==> src/rtl/synth_key_if.sv <==
// Scan-code input and decoded note/command outputs of the synth key decoder.
// slave = decoder side, master = driver/consumer side.
interface synth_key_if;
  logic [7:0] iScanCode;
  logic       iScanValid;
  logic [3:0] oNote;
  logic       oNoteIn;
  logic       oOctavePlusPlus;
  logic       oOctaveMinusMinus;
  logic       oADSRPlusPlus;
  logic       oADSRMinusMinus;
  logic [2:0] oADSRSelector;

  modport slave (
    input  iScanCode, iScanValid,
    output oNote, oNoteIn, oOctavePlusPlus, oOctaveMinusMinus,
           oADSRPlusPlus, oADSRMinusMinus, oADSRSelector
  );

  modport master (
    output iScanCode, iScanValid,
    input  oNote, oNoteIn, oOctavePlusPlus, oOctaveMinusMinus,
           oADSRPlusPlus, oADSRMinusMinus, oADSRSelector
  );
endinterface

==> src/rtl/synth_key_decoder.sv <==
// PS/2 set-2 scan-code decoder for a keyboard synth: notes, octave/ADSR commands, ADSR stage select.
// Optional macro SYNTH_KEY_TYPEMATIC_FILTER_EN suppresses typematic repeats of held keys.
//
// state   | meaning
// IDLE    | waiting for make code or prefix
// BRK     | F0 seen, next byte is a break code
// EXT     | E0 seen, next byte is an extended key (ignored)
// EXT_BRK | E0 F0 seen, next byte is an extended break (ignored)
module synth_key_decoder (
  input logic        iClock,
  input logic        iReset,
  synth_key_if.slave bus
);
  typedef enum logic [1:0] {IDLE, BRK, EXT, EXT_BRK} state_t;

  localparam logic [7:0] CODE_BRK = 8'hF0;
  localparam logic [7:0] CODE_EXT = 8'hE0;

  state_t     r_state;
  state_t     w_state_nxt;
  logic       w_make;
  logic       w_brk;

  logic       w_is_note;
  logic [3:0] w_note_idx;
  logic [3:0] w_ctl;
  logic       w_is_sel;
  logic [2:0] w_sel;

  logic [3:0] r_note;
  logic       r_note_in;
  logic [3:0] r_pulse;
  logic [2:0] r_sel;

  always_ff @(posedge iClock) begin
    if (iReset) r_state <= IDLE;
    else        r_state <= w_state_nxt;
  end

  always_comb begin
    w_state_nxt = r_state;
    w_make      = 1'b0;
    w_brk       = 1'b0;
    if (bus.iScanValid) begin
      case (r_state)
        IDLE: begin
          if (bus.iScanCode == CODE_BRK)      w_state_nxt = BRK;
          else if (bus.iScanCode == CODE_EXT) w_state_nxt = EXT;
          else                                w_make = 1'b1;
        end
        BRK: begin
          // A repeated F0 is tolerated; E0 here means a broken stream and is dropped.
          if (bus.iScanCode != CODE_BRK) begin
            w_state_nxt = IDLE;
            w_brk       = (bus.iScanCode != CODE_EXT);
          end
        end
        EXT: begin
          if (bus.iScanCode == CODE_BRK) w_state_nxt = EXT_BRK;
          else                           w_state_nxt = IDLE;
        end
        default: w_state_nxt = IDLE;
      endcase
    end
  end

  // Pulse bit order: {octave++, octave--, adsr++, adsr--}
  always_comb begin
    w_is_note  = 1'b1;
    w_note_idx = 4'd0;
    w_ctl      = 4'b0000;
    w_is_sel   = 1'b0;
    w_sel      = 3'd0;
    case (bus.iScanCode)
      8'h1A: w_note_idx = 4'd0;
      8'h1B: w_note_idx = 4'd1;
      8'h22: w_note_idx = 4'd2;
      8'h23: w_note_idx = 4'd3;
      8'h21: w_note_idx = 4'd4;
      8'h2A: w_note_idx = 4'd5;
      8'h34: w_note_idx = 4'd6;
      8'h32: w_note_idx = 4'd7;
      8'h33: w_note_idx = 4'd8;
      8'h31: w_note_idx = 4'd9;
      8'h3B: w_note_idx = 4'd10;
      8'h3A: w_note_idx = 4'd11;
      default: w_is_note = 1'b0;
    endcase
    case (bus.iScanCode)
      8'h1D: w_ctl = 4'b1000;
      8'h15: w_ctl = 4'b0100;
      8'h4D: w_ctl = 4'b0010;
      8'h44: w_ctl = 4'b0001;
      default: w_ctl = 4'b0000;
    endcase
    case (bus.iScanCode)
      8'h16: begin w_is_sel = 1'b1; w_sel = 3'd0; end
      8'h1E: begin w_is_sel = 1'b1; w_sel = 3'd1; end
      8'h26: begin w_is_sel = 1'b1; w_sel = 3'd2; end
      8'h25: begin w_is_sel = 1'b1; w_sel = 3'd3; end
      default: begin w_is_sel = 1'b0; w_sel = 3'd0; end
    endcase
  end

`ifdef SYNTH_KEY_TYPEMATIC_FILTER_EN
  logic [3:0] r_held;

  always_ff @(posedge iClock) begin
    if (iReset)                 r_held <= 4'b0000;
    else if (w_make)            r_held <= r_held | w_ctl;
    else if (w_brk)             r_held <= r_held & ~w_ctl;
  end

  wire w_note_repeat = r_note_in && (r_note == w_note_idx);
  wire [3:0] w_pulse_nxt = w_ctl & ~r_held;
`else
  wire w_note_repeat = 1'b0;
  wire [3:0] w_pulse_nxt = w_ctl;
`endif

  always_ff @(posedge iClock) begin
    if (iReset) begin
      r_note    <= 4'd0;
      r_note_in <= 1'b0;
      r_pulse   <= 4'b0000;
      r_sel     <= 3'd0;
    end else begin
      r_pulse <= 4'b0000;
      if (w_make) begin
        if (w_is_note && !w_note_repeat) begin
          r_note    <= w_note_idx;
          r_note_in <= 1'b1;
        end
        if (w_is_sel) r_sel <= w_sel;
        r_pulse <= w_pulse_nxt;
      end
      // Only releasing the most recent note silences the output.
      if (w_brk && w_is_note && (w_note_idx == r_note)) r_note_in <= 1'b0;
    end
  end

  assign bus.oNote             = r_note;
  assign bus.oNoteIn           = r_note_in;
  assign bus.oOctavePlusPlus   = r_pulse[3];
  assign bus.oOctaveMinusMinus = r_pulse[2];
  assign bus.oADSRPlusPlus     = r_pulse[1];
  assign bus.oADSRMinusMinus   = r_pulse[0];
  assign bus.oADSRSelector     = r_sel;
endmodule

==> src/flat_wrapper.sv <==
// flat-port wrapper written by rule: the top's interface ports become plain ports
module synth_key_decoder_flat 
  (iClock, iReset, bus_iScanCode, bus_iScanValid, bus_oNote, bus_oNoteIn, bus_oOctavePlusPlus, bus_oOctaveMinusMinus, bus_oADSRPlusPlus, bus_oADSRMinusMinus, bus_oADSRSelector);
  synth_key_if bus_i ();
  input logic iClock;
  input logic iReset;
  input wire logic [$bits(bus_i.iScanCode)-1:0] bus_iScanCode;
  input wire logic [$bits(bus_i.iScanValid)-1:0] bus_iScanValid;
  output wire logic [$bits(bus_i.oNote)-1:0] bus_oNote;
  output wire logic [$bits(bus_i.oNoteIn)-1:0] bus_oNoteIn;
  output wire logic [$bits(bus_i.oOctavePlusPlus)-1:0] bus_oOctavePlusPlus;
  output wire logic [$bits(bus_i.oOctaveMinusMinus)-1:0] bus_oOctaveMinusMinus;
  output wire logic [$bits(bus_i.oADSRPlusPlus)-1:0] bus_oADSRPlusPlus;
  output wire logic [$bits(bus_i.oADSRMinusMinus)-1:0] bus_oADSRMinusMinus;
  output wire logic [$bits(bus_i.oADSRSelector)-1:0] bus_oADSRSelector;
  assign bus_i.iScanCode = bus_iScanCode;
  assign bus_i.iScanValid = bus_iScanValid;
  assign bus_oNote = bus_i.oNote;
  assign bus_oNoteIn = bus_i.oNoteIn;
  assign bus_oOctavePlusPlus = bus_i.oOctavePlusPlus;
  assign bus_oOctaveMinusMinus = bus_i.oOctaveMinusMinus;
  assign bus_oADSRPlusPlus = bus_i.oADSRPlusPlus;
  assign bus_oADSRMinusMinus = bus_i.oADSRMinusMinus;
  assign bus_oADSRSelector = bus_i.oADSRSelector;
  synth_key_decoder u_core (.iClock(iClock), .iReset(iReset), .bus(bus_i));
endmodule
==> config.mk <==
export PLATFORM = sky130hd
export DESIGN_NAME = synth_key_decoder_flat
export DESIGN_NICKNAME = d
export VERILOG_FILES = /design/src/rtl/synth_key_if.sv /design/src/rtl/synth_key_decoder.sv /design/src/flat_wrapper.sv
export SDC_FILE = /design/constraint.sdc
export NUM_CORES = 1
export LEC_CHECK = 0
export BUFFER_PORTS_ARGS = -buffer_cell sky130_fd_sc_hd__buf_2
export CAP_MARGIN = 20
export CORE_UTILIZATION = 59
export CTS_BUF_LIST = sky130_fd_sc_hd__clkbuf_8
export DETAILED_ROUTE_END_ITERATION = 8
export GPL_TIMING_DRIVEN = 1
export PLACE_DENSITY = 0.87
export SYNTH_ARGS = -nofsm -noshare
export SYNTH_HDL_FRONTEND = slang
export SYNTH_SLANG_ARGS = --single-unit
==> constraint.sdc <==
create_clock -name iClock -period 2.9 [get_ports iClock]
set_input_delay 0.145 -clock iClock [delete_from_list [all_inputs] [get_ports iClock]]
set_output_delay 0.145 -clock iClock [all_outputs]
set_load 0.01 [all_outputs]
* Word-level counts from Yosys, hierarchy flattened *
Index checks and enable logic that the tools add are counted.

word-level totals
  register bits = 14
  input port bits = 11
  output and inout port bits = 12
  word-level logic and storage cells = 62

cells by class
  equality and inequality tests = 29
  mux-type cells = 17
  bitwise logic cells = 1
  reductions and logical operators = 10

operator list
  operator                                        count
  == test 8 x 6 -> 1 bit (second input constant)  12
  == test 8 x 5 -> 1 bit (second input constant)  6
  case mux 4 bit (11 select lines)                1
  == test 8 x 7 -> 1 bit (second input constant)  2
  == test 8 bit (second input constant)           2
  != test 8 bit (second input constant)           2
  case mux 4 bit (4 select lines)                 1
  case mux 2 bit (3 select lines)                 2
  OR reduction 12 bit                             1
  two-way mux 1 bit                               9
  two-way mux 2 bit                               4
  == test 4 bit                                   1
  AND reduction 2 bit                             2
  OR reduction 2 bit                              2
  OR reduction 4 bit                              1
  != test 3 x 1 -> 1 bit (second input constant)  1
  AND reduction 3 bit                             1
  == test 2 x 1 -> 1 bit (second input constant)  1
  == test 2 bit (second input constant)           1
  logical AND 1 bit                               2
  logical NOT 2 bit                               1
  != test 2 x 1 -> 1 bit (second input constant)  1
  NOT 1 bit                                       1

* Longest topological paths before layout *
  word-level depth = 7
  mapped depth = 8
  gate-level depth less buffers = 6

* Worst setup path before layout *
No wires, ideal clock.

  path type = input to register
  start = in bus_iScanCode[1]
  end = reg u_core.r_note[1], in the netlist u_core.bus.oNote[1]
  arrival time = 1.639 ns
  setup slack = 1.194 ns
  stages = 7
  buffers on the path = 1
  path through = buf_6 or3b_4 o311a_2 nor3b_4 o211ai_4 or3_1 a21oi_2

between the ends
  longest elaborated chain between the ends = 6
  elaborated cells between the ends (all ways) = 22
  classes of those cells = eq/ne: 14; mux: 6; reduce/logical: 2

ends and longest elaborated chain
  element                        RTL line                  RTL
  start: declaration             flat_wrapper.sv:7         input wire logic [$bits(bus_i.iScanCode)-1:0] bus_iScanCode;
  == test 8 bit                  synth_key_decoder.sv:48   else if (bus.iScanCode == CODE_EXT) w_state_nxt = EXT;
  two-way mux 1 bit              synth_key_decoder.sv:48
  two-way mux 1 bit              synth_key_decoder.sv:47   if (bus.iScanCode == CODE_BRK) w_state_nxt = BRK;
  two-way mux 1 bit              synth_key_decoder.sv:45   case (r_state)
  two-way mux 1 bit              synth_key_decoder.sv:44   if (bus.iScanValid) begin
  AND reduction 2 bit (no line)  -
  end signal: assignment         synth_key_decoder.sv:131  r_note <= w_note_idx;
  end: declaration               synth_key_decoder.sv:30   logic [3:0] r_note;

Parallel ways exist; a longest one is shown, timed or not.
A chain may end at the register's enable or synchronous reset.

* Worst setup path in the final report *
  start = in bus_iScanCode[4]
  end = reg u_core.r_sel[1], in the netlist u_core.bus.oADSRSelector[1]

between the ends
  longest elaborated chain between the ends = 6
  elaborated cells between the ends (all ways) = 14
  classes of those cells = eq/ne: 6; mux: 6; reduce/logical: 2

ends and longest elaborated chain
  element                        RTL line                  RTL
  == test 8 bit                  synth_key_decoder.sv:48
  two-way mux 1 bit              synth_key_decoder.sv:48
  two-way mux 1 bit              synth_key_decoder.sv:47
  two-way mux 1 bit              synth_key_decoder.sv:45
  two-way mux 1 bit              synth_key_decoder.sv:44
  AND reduction 2 bit (no line)  -
  end signal: assignment         synth_key_decoder.sv:134  if (w_is_sel) r_sel <= w_sel;
  end: declaration               synth_key_decoder.sv:33   logic [2:0] r_sel;

Parallel ways exist; a longest one is shown, timed or not.

==> flow_summary_export.csv <==
group,metric,value,unit
setup_path,cp_data_arrival_time,1840,ps
synth,synth_nets,135,
die,initial_core_util,0.640,
setup_path,end_kind,"register",
sta,hold_slack,173,ps
die,die-area,1820,sq um
synth,synth_cell_type_count,47,
global_route,globalRouteMet3Util,0.0560,
synth,async_reset_ff_frac,0,
detailed_routing,drt_iter0_markers,56,
clock_tree,clk-insertion-delay-late,240,ps
cells_and_area,fillers,128,
global_route,grt_use_met2,0.421,
die,die_y,42.6,microns
power,ir_drop,290,uV
clock_tree,cts_root_buf,"clkbuf_8",
clock_tree,clk_pin_slew,50,ps
detailed_routing,ant_nets,0,
sta,fin_setup_tns,0,ps
synth,yosysTopAreaCell,"dfxtp_1",
clock_tree,clock-sinks,13,
synth,synth_area,975,sq um
die,die_x,42.6,microns
detailed_routing,firstDrtPassIters,4,
clock_tree,hold_buffers,0,
sta,clock-skew-final,0.623,ps
setup_path,path_max_fanout,21,
setup_path,slowest_delay,690,ps
job,cap_violations,0,
detailed_routing,drc,0,
sta,hold_viol_final,0,
sta,fin_crit_sh,0.588,
die,num_rows,14,
die,pin_count,23,
clock_tree,clockBufferDepth,2,
synth,yosys-top-cells-count,"dfxtp_1 (13), nand2_1 (11), nor2_1 (10)",
sta,relSlewSlack,0.470,
clock_tree,cts_buffers,3,
cells_and_area,area_growth,12.8,%
sta,finalSetupViolCount,0,
synth,synth_area_leaders,"dfxtp_1 (27%), nand2_1 (4.2%), nor2_1 (3.9%)",
sta,worstMarginPinSlew,784,ps
global_route,grt.busiest_layer,"met2",
sta,slew_violations,0,
place,gp_congestion,1.03,
detailed_routing,wl_per_cell,14.2,microns
global_route,grt_pass1_wl,3.69,mm
detailed_routing,num_vias,985,
detailed_routing,drt-total-wl,2.21,mm
detailed_routing,avgViaCountPerCell,6.31,
synth,syn_area_per_cell,7.86,sq um
synth,yosysMostFrequentCell,"dfxtp_1",
synth,dominantRegCellSynth,"dfxtp_1",
global_route,grt_pass1_vias,834,
cells_and_area,diodes,0,
setup_path,start_kind,"primary input",
global_route,met1_usage,0.333,
cells_and_area,utilization,0.722,
power,cellLeakagePower,0.461,nW
cells_and_area,final_nets,152,
clock_tree,postCtsSetupRepairBufs,0,
setup_path,required,3030,ps
synth,yosys_warnings,0,
setup_path,cp_top_family,"simple AND/OR/NAND/NOR gates",
synth,yosys_register_bits,13,
global_route,overflow,0,
sta,rsz0062_at_grt,"no",
global_route,grt_max_degree,22,
place,pre_cts_ws,1010,ps
setup_path,worst_path_max_delay_cell,"nor4b_1",
clock_tree,cts_resized,0,
power,p_total,0.406,mW
setup_path,critical_path_buf_inv_count,1,
cells_and_area,drive_gt1_frac,0.221,
clock_tree,tritoncts,"yes",
clock_tree,cts_max_level,1,
cells_and_area,multi_input_area,651,sq um
place,dpl.hpwl,1.72,mm
setup_path,critical_path_class,"in2reg",
synth,synth_top_area_share,0.267,
sta,fmax,0.587,GHz
synth,synth_edf_count,0,
sta,setup_ws,1200,ps
power,power_density,369,nW/um^2
synth,synthCells,124,
setup_path,crit_path_cell_trace,"buf_2 > nor4b_1 > a21oi_1 > o21ai_1 > nand3_1 > a32o_1",
sta,finalCriticalPeriod,1700,ps
global_route,grt_usage,0.274,
outcome,status,"finished clean",
min_path,hold_path.class,"in2reg",
global_route,antenna_found_initial,0,
synth,synth.yosys.seq_area_share,0.267,
place,portBuffers,21,
die,core_area,1520,sq um
cells_and_area,regArea,260,sq um
## layout make-up
type,count,share of cell area
multi-input combinational,97,0.592
sequential,13,0.237
timing repair buffer,21,0.0956
clock buffer,3,0.0375
tap,16,0.0182
inverter,5,0.0171
clock inverter,1,0.00341
## logic make-up (layout without fill, tap and decap cells)
kind of cell	count (synthesis)	count (layout)	synth area share
AO/OA/AOI/OAI	30	30	0.227
XOR/XNOR	4	4	0.0360
buffers and inverters	14	30	0.0655
flip-flops	13	13	0.267
multiplexers	2	2	0.0205
other	1	1	0.00385
AND/OR/NAND/NOR	60	60	0.380
## per-layer routing
layer	wire (microns)	share of wire	vias to the layer above
met3	158	0.071	10
li1	-	-	488
met1	933	0.42	441
met2	1030	0.47	46
met4	90	0.041	0
met5	0	0	-
## layout by cell type, fill, tap and decap left out, drive strengths merged, types with 2 or more instances in the layout
master	netlist	final
clkbuf	7	3
and3	3	3
and4	2	2
and2	2	2
nand3	5	5
dfxtp	13	13
nand2b	4	4
inv	5	6
nor3b	4	4
a21oi	7	7
or3	2	2
buf	2	21
a32oi	3	3
a31oi	2	2
nand2	11	11
nor4b	2	2
mux2i	2	2
nand4	3	3
nor2b	2	2
a32o	2	2
nor2	11	11
o21ai	7	7
nand3b	2	2
xor2	3	3
## worst register-to-register path: stages, from the launching register on
cell      delay [ps]
dfxtp_1          350
nor3b_4          360
o211ai_4         180
or3_1            390
a21oi_2          130
## registers in the layout, indices dropped and copies added, names as in the netlist
name	count
u_core.bus.oNote	4
u_core.r_pulse	4
u_core.bus.oADSRSelector	2
u_core.r_state	2
u_core.bus.oNoteIn	1
## through the flow
step	instances	cell area, sq um
6_report	156	1100
5_1_grt	156	1100
4_1_cts	156	1100
3_5_place_dp	152	1050
3_3_place_gp	152	1050
2_1_floorplan	124	975
## path summary, 6_finish.rpt
| check | startpoint | end | slack [ps] | cells after the start |
|---|---|---|---|---|
| hold / removal | iReset | u_core.bus.oNote[1] | 170 | 2 |
| hold reg to reg | u_core.bus.oADSRSelector[0] | u_core.bus.oADSRSelector[0] | 460 | 2 |
| setup reg to reg | u_core.r_state[1] | u_core.bus.oNote[1] | 1430 | 4 |
| setup / recovery | bus_iScanCode[4] | u_core.bus.oADSRSelector[1] | 1200 | 6 |
## report_power, final
part / switching, mW / internal (mW)
registers: 0.000387 / 0.180
logic: 0.0453 / 0.0250
clock network: 0.0624 / 0.0934
total: 0.108 / 0.298
(Power assumes the default switching activity.)
